File: src/rtl/csr_access_sequencer.sv
// CSR access sequencer: turns one decoded CSR instruction into a read of the
// CSR file, an optional read-modify-write, and a single writeback response.
// Optional feature macro: CSR_RO_CHECK_EN (blocks writes to read-only CSRs,
// addr[11:10] == 2'b11, and flags the response as illegal).
module csr_access_sequencer #(
    parameter int unsigned XLEN = 32
) (
    input  logic            clk,
    input  logic            rst_n,
    input  logic            req_valid_i,
    output logic            req_ready_o,
    input  logic [1:0]      req_op_i,
    input  logic [11:0]     req_addr_i,
    input  logic [XLEN-1:0] req_wdata_i,
    input  logic [4:0]      req_rd_i,
    input  logic            flush_i,
    output logic            csr_access_o,
    output logic [1:0]      csr_op_o,
    output logic [11:0]     csr_addr_o,
    output logic [XLEN-1:0] csr_wdata_o,
    input  logic [XLEN-1:0] csr_rdata_i,
    output logic            rsp_valid_o,
    input  logic            rsp_ready_i,
    output logic [XLEN-1:0] rsp_rdata_o,
    output logic [4:0]      rsp_rd_o,
    output logic            rsp_illegal_o
);

    localparam int unsigned ADDR_W = 12;
    localparam int unsigned RD_W   = 5;

    typedef enum logic [1:0] {
        CSR_OP_NONE  = 2'b00,
        CSR_OP_WRITE = 2'b01,
        CSR_OP_SET   = 2'b10,
        CSR_OP_CLEAR = 2'b11
    } csr_op_e;

    typedef enum logic [1:0] {
        IDLE  = 2'b00,
        READ  = 2'b01,
        WRITE = 2'b10,
        RESP  = 2'b11
    } state_e;

    state_e            state_q, state_d;
    csr_op_e           op_q, op_d;
    logic [ADDR_W-1:0] addr_q, addr_d;
    logic [XLEN-1:0]   wdata_q, wdata_d;
    logic [RD_W-1:0]   rd_q, rd_d;
    logic [XLEN-1:0]   old_q, old_d;
    logic              ready_q, ready_d;
    logic              access_q, access_d;
    csr_op_e           csr_op_q, csr_op_d;
    logic [XLEN-1:0]   csr_wdata_q, csr_wdata_d;
    logic              rsp_valid_q, rsp_valid_d;

    logic              write_needed;
    logic              ro_block;
    logic [XLEN-1:0]   merged_wdata;

    // SET/CLEAR with a zero operand is a pure read; WRITE always writes.
    assign write_needed = (op_q == CSR_OP_WRITE) ||
                          (((op_q == CSR_OP_SET) || (op_q == CSR_OP_CLEAR)) && (wdata_q != '0));

`ifdef CSR_RO_CHECK_EN
    logic illegal_q, illegal_d;
    assign ro_block      = (addr_q[11:10] == 2'b11);
    assign rsp_illegal_o = illegal_q;
`else
    assign ro_block      = 1'b0;
    assign rsp_illegal_o = 1'b0;
`endif

    // Read-modify-write merge against the value being read this cycle.
    always_comb begin
        merged_wdata = '0;
        unique case (op_q)
            CSR_OP_WRITE: merged_wdata = wdata_q;
            CSR_OP_SET:   merged_wdata = csr_rdata_i | wdata_q;
            CSR_OP_CLEAR: merged_wdata = csr_rdata_i & ~wdata_q;
            default:      merged_wdata = '0;
        endcase
    end

    // Next-state and next-output logic; outputs are registered from state_d.
    always_comb begin
        state_d     = state_q;
        op_d        = op_q;
        addr_d      = addr_q;
        wdata_d     = wdata_q;
        rd_d        = rd_q;
        old_d       = old_q;
        csr_op_d    = CSR_OP_NONE;
        csr_wdata_d = '0;
`ifdef CSR_RO_CHECK_EN
        illegal_d   = illegal_q;
`endif

        unique case (state_q)
            IDLE: begin
                if (req_valid_i && ready_q && !flush_i) begin
                    op_d    = csr_op_e'(req_op_i);
                    addr_d  = req_addr_i;
                    wdata_d = req_wdata_i;
                    rd_d    = req_rd_i;
                    state_d = READ;
                end
            end
            READ: begin
                if (flush_i) begin
                    state_d = IDLE;
                end else begin
                    old_d = csr_rdata_i;
`ifdef CSR_RO_CHECK_EN
                    illegal_d = write_needed && ro_block;
`endif
                    if (write_needed && !ro_block) begin
                        state_d     = WRITE;
                        csr_op_d    = op_q;
                        csr_wdata_d = merged_wdata;
                    end else begin
                        state_d = RESP;
                    end
                end
            end
            WRITE: begin
                state_d = RESP;
            end
            RESP: begin
                if (rsp_ready_i) begin
                    state_d = IDLE;
                end
            end
            default: begin
                state_d = IDLE;
            end
        endcase

        ready_d     = (state_d == IDLE);
        access_d    = (state_d == READ) || (state_d == WRITE);
        rsp_valid_d = (state_d == RESP);
    end

    // State, request latches and registered outputs; reset clears everything.
    always_ff @(posedge clk or negedge rst_n) begin
        if (!rst_n) begin
            state_q     <= IDLE;
            op_q        <= CSR_OP_NONE;
            addr_q      <= '0;
            wdata_q     <= '0;
            rd_q        <= '0;
            old_q       <= '0;
            ready_q     <= 1'b0;
            access_q    <= 1'b0;
            csr_op_q    <= CSR_OP_NONE;
            csr_wdata_q <= '0;
            rsp_valid_q <= 1'b0;
        end else begin
            state_q     <= state_d;
            op_q        <= op_d;
            addr_q      <= addr_d;
            wdata_q     <= wdata_d;
            rd_q        <= rd_d;
            old_q       <= old_d;
            ready_q     <= ready_d;
            access_q    <= access_d;
            csr_op_q    <= csr_op_d;
            csr_wdata_q <= csr_wdata_d;
            rsp_valid_q <= rsp_valid_d;
        end
    end

`ifdef CSR_RO_CHECK_EN
    // Illegal flag for the pending response.
    always_ff @(posedge clk or negedge rst_n) begin
        if (!rst_n) begin
            illegal_q <= 1'b0;
        end else begin
            illegal_q <= illegal_d;
        end
    end
`endif

    assign req_ready_o  = ready_q;
    assign csr_access_o = access_q;
    assign csr_op_o     = csr_op_q;
    assign csr_addr_o   = addr_q;
    assign csr_wdata_o  = csr_wdata_q;
    assign rsp_valid_o  = rsp_valid_q;
    assign rsp_rdata_o  = old_q;
    assign rsp_rd_o     = rd_q;

endmodule

File: config.mk
export PLATFORM = sky130hd
export DESIGN_NAME = csr_access_sequencer
export DESIGN_NICKNAME = d
export VERILOG_FILES = /design/src/rtl/csr_access_sequencer.sv
export SDC_FILE = /design/constraint.sdc
export NUM_CORES = 1
export LEC_CHECK = 0
export BUFFER_PORTS_ARGS = -buffer_cell sky130_fd_sc_hd__buf_2
export CAP_MARGIN = 0
export CELL_PAD_IN_SITES_DETAIL_PLACEMENT = 2
export CELL_PAD_IN_SITES_GLOBAL_PLACEMENT = 2
export CORE_ASPECT_RATIO = 1.1
export CORE_UTILIZATION = 31
export CTS_CLUSTER_SIZE = 25
export DETAILED_ROUTE_END_ITERATION = 6
export PLACE_DENSITY_LB_ADDON = 0.1
export SLEW_MARGIN = 20
export SYNTH_ARGS = -nofsm -noshare
export SYNTH_HDL_FRONTEND = slang
export SYNTH_SLANG_ARGS = --single-unit
File: constraint.sdc
create_clock -name clk -period 2.25 [get_ports clk]
set_input_delay 0.1125 -clock clk [delete_from_list [all_inputs] [get_ports clk]]
set_output_delay 0.1125 -clock clk [all_outputs]
set_load 0.1 [all_outputs]
==> flow_summary.yaml, run 1 <==
route:
  wl_mm: 16.7
  viasPerCell: 4.81
  first_pass_iters: 4
  routedWlPerCell_um: 19.0
  drc: 0
  vias: 4229
  antenna_left: 0
  drt_iter0_drc: 118
critical_path:
  worstSetupPathType: "flip-flop to flip-flop"
  crit_fanout: 4
  r2r_slack_ns: 0.16
  r2r_end: "csr_access_o$_DFF_PN0_"
  end_kind: "flip-flop"
  critPathLaunchType: "flip-flop"
  crit_required_ns: 2.54
  r2r_start: "wdata_q[24]$_DFFE_PN0P_"
  crit_arrival_ns: 2.38
  worst-r2r-cell-count: 6
sta:
  max_freq_ghz: 0.478
  hold_violations: 2
  tightest_slew_ns: 0.604
  setup_ws_ns: 0.159
  slew_headroom: 0.598
  setup_viol: 0
  tns_ns: 0
  drv_slew: 0
  grt_setup_unrepaired: "no"
  period_share: 0.929
  skew_ns: 0.00655
  holdWs_ns: -0.00231
  period_minus_slack_ns: 2.09
place:
  pre_cts_ws_ns: 0.157
  dp_hpwl_mm: 10.6
  portBuffers: 173
  place_congestion: 0.773
  dp_cells: 773
final_layout:
  fin_util: 0.475
  fill_cells: 1603
  synthToLayoutAreaGrowth_pct: 50.1
  nNetsFinal: 756
  drive_gt1_frac: 0.403
  n_antenna_cell: 0
  layoutNonFillerInstCount: 880
job:
  cap_violations: 0
min_path:
  hold_path.class: "primary input to flip-flop"
  hp-start: "csr_rdata_i[15]"
  whs_path_depth: 3
  hold_end: "rsp_rdata_o[15]$_DFFE_PN0P_"
clock_tree:
  cts_tree: "yes"
  clk_latency_ns: 0.42
  htreeDepth: 4
  numCtsBuffers: 17
  clk_pin_slew_worst_paths_ns: 0.06
  cts_num_sinks: 122
  cts_root_buffer: "clkbuf_16"
  clockBufferDepth: 2
logic_synthesis:
  synth_top_cell_by_area: "dfrtp_1"
  yosys_warnings: 0
  synth-seq-cells: 122
  netlist_area_mm2: 0.00496
  seq_area_frac_synth: 0.616
  synthCells: 412
  syn_nets: 501
  synth.distinct_cells: 31
  avgSynthCellArea_um2: 12.0
  synth_top_cell_area_share: 0.616
  ys_top_cells_by_area: "dfrtp_1 62%, mux2_2 12%, mux2i_1 4.2%"
die:
  coreArea_mm2: 0.0157
  die_h_um: 135
  initial_core_util: 0.316
  ios: 175
  rows: 48
  fp.dieW_um: 123
  dieArea_mm2: 0.0165
global_routing:
  antenna_found_initial: 0
  grt_max_degree: 63
  grt_first_pass_wirelength_mm: 26.3
  grt_pass1_vias: 4766
  gr-total-overflow: 0
  grt_usage: 0.216
outcome:
  status: "complete, but fails checks"
  violations: "hold timing"
layout by cell type (no fill, tap or decap), drive strengths merged:
master	synthesis	layout
nand3	1	1
dlygate4sd3	0	74
a211o	1	1
conb	1	1
ha	1	1
o21ai	22	22
nor4	8	8
clkbuf	16	24
nor2b	1	1
bufinv	0	4
inv	23	23
mux2	51	51
a21o	1	1
a311oi	11	11
a21boi	1	1
o31ai	1	1
nand2b	1	1
o311a	1	1
a21oi	11	11
mux2i	21	21
nor2	25	25
o21a	1	1
buf	11	189
nor3b	1	1
clkinv	0	4
nand4	2	2
dfrtp	122	122
a22oi	21	21
nand2	55	55
a211oi	1	1
area by class of cell:
cell class              count  area (um^2)  area share
clock inverters             8          140      0.0188
repair buffers            263         1730       0.233
inverters                  23         86.3      0.0116
clock buffers              24          482      0.0647
multi-input cells         240         1700       0.228
well taps                 200          250      0.0336
flip-flops and latches    122         3050       0.410
worst max path at each step:
stage	from	endpoint	slack, ns
after detailed placement	wdata_q[24]$_DFFE_PN0P_	csr_access_o$_DFF_PN0_	0.16
final	wdata_q[24]$_DFFE_PN0P_	csr_access_o$_DFF_PN0_	0.16
after global routing	wdata_q[11]$_DFFE_PN0P_	csr_wdata_o[20]$_DFF_PN0_	0.05
after floorplan	req_ready_o$_DFF_PN0_	csr_addr_o[11]$_DFFE_PN0P_	0.21
after CTS	wdata_q[24]$_DFFE_PN0P_	csr_access_o$_DFF_PN0_	0.11
after global placement	wdata_q[24]$_DFFE_PN0P_	csr_access_o$_DFF_PN0_	0.16
critical path, stage by stage, from the launching register on:
cell,delay (ns)
dfrtp_1,0.40
nor4_1,0.43
buf_4,0.18
nand4_1,0.16
o21ai_0,0.33
a211oi_1,0.14
ha_1,0.33
timing repair:
item / CTS / global route
hold buffers: 74 / 0
setup buffers: 0 / 1
hold endpoints to repair: 132 / 0
resized for setup: 0 / 0
setup endpoints to repair: 0 / 1
metal layers:
metal,up-vias,global-route usage,part of all wire
li1,1940,-,-
met1,2143,0.253,0.41
met5,-,0,0
met3,20,0.0507,0.043
met2,126,0.380,0.53
met4,0,0.0759,0.018
registers in the layout, summed over array words and instances, names as in the netlist:
signal	flops
op_q	2
rsp_rd_o	5
csr_access_o	1
state_q	2
req_ready_o	1
wdata_q	32
rsp_rdata_o	32
csr_op_o	2
csr_addr_o	12
csr_wdata_o	32
rsp_valid_o	1
cells in the mapped netlist, drive strengths merged:
master	instances
clkbuf	16
ha	1
mux2	51
mux2i	21
o311a	1
inv	23
a211oi	1
a21boi	1
a211o	1
a21o	1
dfrtp	122
nor2	25
o31ai	1
o21a	1
a311oi	11
nand2b	1
nand3	1
nand2	55
nor3b	1
nand4	2
a22oi	21
nor2b	1
a21oi	11
buf	11
conb	1
nor4	8
o21ai	22
kinds of logic after synthesis:
group / count (synthesis) / synth area share
adders and majority gates: 1 / 0.00252
other: 1 / 0.000756
AOI/OAI and AO/OA: 72 / 0.0987
DFF: 122 / 0.616
buffers and inverters: 50 / 0.0444
and+or+nand+nor: 94 / 0.0797
muxes: 72 / 0.158
stage by stage:
step / hold slack (ns) / cell area (um^2)
after floorplan: -0.183 / 4960
after global placement: 0.139 / 6070
after detailed placement: 0.145 / 6070
after CTS: 0.00111 / 7430
after global routing: 0.00547 / 7440
final: -0.00231 / 7440
Power of run 1 is left out: the tool's default activity adds up to more than one toggle a clock period on the data nets, which glitch-free logic cannot reach.
==> inputs of run 2 (changes only) <==
--- a/config.mk
+++ b/config.mk
@@ -5,6 +5,7 @@
 export SDC_FILE = /design/constraint.sdc
 export NUM_CORES = 1
 export LEC_CHECK = 0
+export ABC_AREA = 1
 export BUFFER_PORTS_ARGS = -buffer_cell sky130_fd_sc_hd__buf_2
 export CAP_MARGIN = 0
 export CELL_PAD_IN_SITES_DETAIL_PLACEMENT = 2
==> flow_summary.yaml, run 2 <==
logic_synthesis:
  synth_top_cell_by_area: "dfrtp_1"
  synth_top_cell_area_share: 0.603
  synth_edf_count: 0
  synth_commonest_cells: "122 x dfrtp_1, 58 x nor2_1, 52 x nand2_1"
  syn_nets: 539
  avgSynthCellArea_um2: 11.3
  seq_area_frac_synth: 0.603
  synthCells: 450
  yosys_warnings: 0
  synth.distinct_cells: 20
  yosysMostFrequentCell: "dfrtp_1"
  synth-async-reset-ratio: 1.00
  netlist_area_mm2: 0.00506
  synth-seq-cells: 122
  ys.flop_type: "dfrtp_1"
  ys_top_cells_by_area: "dfrtp_1 60%, mux2_4 14%, nor2_1 4.3%"
final_layout:
  layout.cells.most_common: "buf_2"
  fin_util: 0.470
  fill_cells: 1658
  regArea_mm2: 0.00305
  drive_gt1_frac: 0.376
  layout_common_cells: "172 x buf_2, 122 x dfrtp_1, 70 x dlygate4sd3_1"
  synthToLayoutAreaGrowth_pct: 47.1
  multi_input_area_mm2: 0.00171
  nNetsFinal: 789
global_routing:
  antenna_found_initial: 1
  gr-total-overflow: 0
  grt_pass1_vias: 4870
  grt_first_pass_wirelength_mm: 25.9
  grt_usage: 0.210
  grt_max_degree: 62
sta:
  tns_ns: 0
  grt_setup_unrepaired: "no"
  slew_headroom: 0.336
  max_freq_ghz: 0.540
  skew_ns: 0.00883
  holdWs_ns: 0.0139
  period_share: 0.823
  drv_slew: 0
  tightest_slew_ns: 0.996
  setup_viol: 0
  hold_violations: 0
  period_minus_slack_ns: 1.85
clock_tree:
  cts_tree: "yes"
  clk_pin_slew_worst_paths_ns: 0.06
  numCtsBuffers: 17
  cts_setup_buffers: 0
  clockBufferDepth: 2
  cts_num_sinks: 122
  clk_latency_ns: 0.42
  cts_root_buffer: "clkbuf_16"
  htreeDepth: 4
  cts.repair.resized: 0
place:
  place_congestion: 0.780
  dp_hpwl_mm: 10.7
  portBuffers: 173
critical_path:
  crit_required_ns: 2.55
  critPathLaunchType: "flip-flop"
  worstSetupPathType: "flip-flop to flip-flop"
  crit_fanout: 23
  crit_arrival_ns: 2.15
  startpoint: "wdata_q[16]$_DFFE_PN0P_"
  end_kind: "flip-flop"
  r2r_start: "wdata_q[16]$_DFFE_PN0P_"
route:
  antenna_left: 0
  drt_iter0_drc: 172
  viasPerCell: 4.63
  routedWlPerCell_um: 18.1
  drc: 0
  vias: 4229
  wl_mm: 16.6
  first_pass_iters: 4
die:
  die_h_um: 136
  coreArea_mm2: 0.0159
  ios: 175
  rows: 48
  fp.dieW_um: 124
  initial_core_util: 0.319
  dieArea_mm2: 0.0169
job:
  cap_violations: 0
min_path:
  hold_path.class: "primary input to flip-flop"
  hp-start: "csr_rdata_i[26]"
outcome:
  status: "complete, no violations"
==> run 2: cell count changes after synthesis, sizes merged, moves of 3 or more <==
cell	before	now
a22oi	21	0
buf	11	14
nor4	8	0
mux2i	21	0
nor2	25	58
a21oi	11	34
nand2	55	52
o21ai	22	32
clkbuf	16	8
nor3	0	34
a311oi	11	0
inv	23	40
==> run 2: worst paths after layout <==
check / to / slack (ns) / cells after the start
max reg2reg: csr_wdata_o[19]$_DFF_PN0_ / 0.40 / 9
max in group asynchronous: rsp_rdata_o[24]$_DFFE_PN0P_ / 1.24 / 3
min in group asynchronous: rsp_rdata_o[7]$_DFFE_PN0P_ / 0.23 / 2
max: csr_wdata_o[19]$_DFF_PN0_ / 0.40 / 9
min: rsp_rdata_o[26]$_DFFE_PN0P_ / 0.01 / 3
min reg2reg: rsp_rdata_o[0]$_DFFE_PN0P_ / 0.48 / 2
==> run 2: area by class of cell <==
type                    count  area share
clock inverters            12      0.0200
flip-flops and latches    122       0.410
well taps                 200      0.0336
clock buffers              20      0.0599
multi-input cells         265       0.230
inverters                  41      0.0207
repair buffers            253       0.226
diodes                      1    0.000336
==> run 2: timing repair <==
item | CTS | global route
endpoints found under the hold margin | 104 | 0
hold buffers | 70 | 0
endpoints found under the setup margin | 0 | 0
==> run 2: through the flow <==
step | instances | cell area (um^2) | worst slack (ns)
after floorplan | 450 | 5060 | 0.355
after global placement | 811 | 6150 | 0.480
after detailed placement | 811 | 6150 | 0.409
after CTS | 913 | 7450 | 0.336
after global routing | 914 | 7450 | 0.169
final | 914 | 7450 | 0.399
==> run 2: routing by layer <==
metal | GRT usage | wire [um] | part of all wire
met2 | 0.377 | 8900 | 0.54
met5 | 0 | 0 | 0
met3 | 0.0470 | 742 | 0.045
met4 | 0.0776 | 245 | 0.015
met1 | 0.239 | 6690 | 0.40
==> run 2: logic make-up (layout without fill, tap and decap cells) <==
kind of cell / count (synthesis) / count (layout) / share of synthesized area
simple gates: 146 / 146 / 0.122
flops: 122 / 122 / 0.603
compound gates: 67 / 67 / 0.0667
buf+inv: 63 / 326 / 0.0598
mux: 50 / 50 / 0.146
fa+ha+maj: 1 / 1 / 0.00247
other cells: 1 / 2 / 0.000740
==> run 2: critical path, cell delays in order (launching register included) <==
cell and delay, ns:
dfrtp_1 0.42, nor2_1 0.18, nand2_1 0.09, nor2_1 0.15, nand2_1 0.08, nor2_1 0.14
nand2_1 0.12, nand3_2 0.24, buf_12 0.21, nor2_1 0.08
Power of run 2 is left out for the same reason.
==> inputs of run 3 (changes only) <==
==> constraint.sdc (replaced) <==
create_clock -name clk -period 1.85 [get_ports clk]
set_input_delay 0.0925 -clock clk [delete_from_list [all_inputs] [get_ports clk]]
set_output_delay 0.0925 -clock clk [all_outputs]
set_load 0.1 [all_outputs]
==> flow_summary.yaml, run 3 (synthesis gave the netlist of run 2 again) <==
clock_tree:
  cts_root_buffer: "clkbuf_16"
  htreeDepth: 4
  numCtsBuffers: 17
  clk_pin_slew_worst_paths_ns: 0.05
  cts_num_sinks: 122
  cts_setup_buffers: 0
  clk_latency_ns: 0.42
  cts_tree: "yes"
  clockBufferDepth: 2
die:
  initial_core_util: 0.319
  ios: 175
  dieArea_mm2: 0.0169
  die_h_um: 136
  fp.dieW_um: 124
  coreArea_mm2: 0.0159
  rows: 48
critical_path:
  critPathMaxStageDelay_ns: 0.42
  crit_required_ns: 2.14
  crit_arrival_ns: 1.99
  crit_family: "simple AND/OR/NAND/NOR gates"
  critPathLaunchType: "flip-flop"
  end_kind: "flip-flop"
  r2r_start: "wdata_q[0]$_DFFE_PN0P_"
  r2r_slack_ns: 0.15
  path_buf_inv: 0
  worst-r2r-cell-count: 9
  crit_fanout: 4
  critPathSlowestCell: "dfrtp_1"
  cpMostUsedCell: "nand2_1"
  crit_chain: "nor2_1 > nand2_1 > nor2_2 > nand2_1 > nor2_2 > nand2_2 > nand2_1 > a21oi_1 > ha_1"
  worstSetupPathType: "flip-flop to flip-flop"
  r2r_end: "csr_access_o$_DFF_PN0_"
route:
  drc: 0
  vias: 4254
  first_pass_iters: 4
  viasPerCell: 4.60
  routedWlPerCell_um: 17.8
  antenna_left: 0
  wl_mm: 16.5
  drt_iter0_drc: 113
sta:
  grt_setup_unrepaired: "no"
  setup_ws_ns: 0.149
  skew_ns: 0.0114
  drv_slew: 0
  period_share: 0.920
  tightest_slew_ns: 0.584
  hold_violations: 0
  slew_headroom: 0.610
  setup_viol: 0
  tns_ns: 0
  period_minus_slack_ns: 1.70
  max_freq_ghz: 0.588
global_routing:
  grt_first_pass_wirelength_mm: 26.0
  antenna_found_initial: 0
  grt_pass1_vias: 4959
  gr-total-overflow: 0
  grt_max_degree: 59
  grt_usage: 0.209
final_layout:
  n_antenna_cell: 0
  synthToLayoutAreaGrowth_pct: 49.6
  fill_cells: 1695
  layout_common_cells: "172 x buf_2, 121 x dfrtp_1, 80 x dlygate4sd3_1"
  nNetsFinal: 800
  layout.cells.most_common: "buf_2"
  drive_gt1_frac: 0.378
outcome:
  status: "complete, no violations"
min_path:
  hold_path.class: "primary input to flip-flop"
  whs_path_depth: 3
  hp-start: "csr_rdata_i[25]"
  hold_end: "rsp_rdata_o[25]$_DFFE_PN0P_"
place:
  pre_cts_ws_ns: 0.0938
  dp_hpwl_mm: 10.4
  portBuffers: 173
  place_congestion: 0.719
job:
  cap_violations: 0
[run 3: repair_timing]
action | 4_1_cts | 5_1_grt
hold endpoints to repair | 106 | 0
hold buffers | 80 | 0
setup endpoints to repair | 0 | 24
gates resized for setup | 0 | 6
[run 3: worst max path at each step]
stage                                start                        to  depth (start not counted)
finish              wdata_q[0]$_DFFE_PN0P_    csr_access_o$_DFF_PN0_                          9
global route        wdata_q[6]$_DFFE_PN0P_    csr_access_o$_DFF_PN0_                          9
CTS                    op_q[1]$_DFFE_PN0P_  csr_wdata_o[9]$_DFF_PN0_                          5
detailed placement  wdata_q[0]$_DFFE_PN0P_    csr_access_o$_DFF_PN0_                          9
global placement    wdata_q[6]$_DFFE_PN0P_    csr_access_o$_DFF_PN0_                          9
floorplan            req_ready_o$_DFF_PN0_    csr_access_o$_DFF_PN0_                          5
[run 3: area by class of cell]
type,instances,area (um^2),share of cell area
Sequential cell,122,3050,0.403
Inverter,41,154,0.0203
Tap cell,200,250,0.0330
Clock inverter,7,65.1,0.00859
Timing Repair Buffer,264,1810,0.240
Multi-Input combinational cell,265,1730,0.229
Clock buffer,25,505,0.0667
[run 3: worst min-delay path: stages]
cell,delay [ns]
buf_2,0.09
inv_1,0.07
o21ai_0,0.10
[run 3: routing by layer]
| metal | vias to the layer above | global-route usage | wire, um |
|---|---|---|---|
| met3 | 15 | 0.0524 | 661 |
| met2 | 114 | 0.374 | 8910 |
| met5 | - | 0 | 0 |
| met1 | 2141 | 0.241 | 6670 |
| met4 | 0 | 0.0643 | 227 |
| li1 | 1984 | - | - |
[run 3: per-stage QoR]
step,util,hold slack (ns),instances,instance area [um^2]
after floorplan,-,-0.203,450,5070
after global placement,0.390,0.0582,812,6190
after detailed placement,0.390,0.0632,812,6190
after CTS,0.477,0.0000580,924,7560
after global routing,0.478,0.0168,924,7570
final,0.478,0.00607,924,7570
Power of run 3 is left out for the same reason.
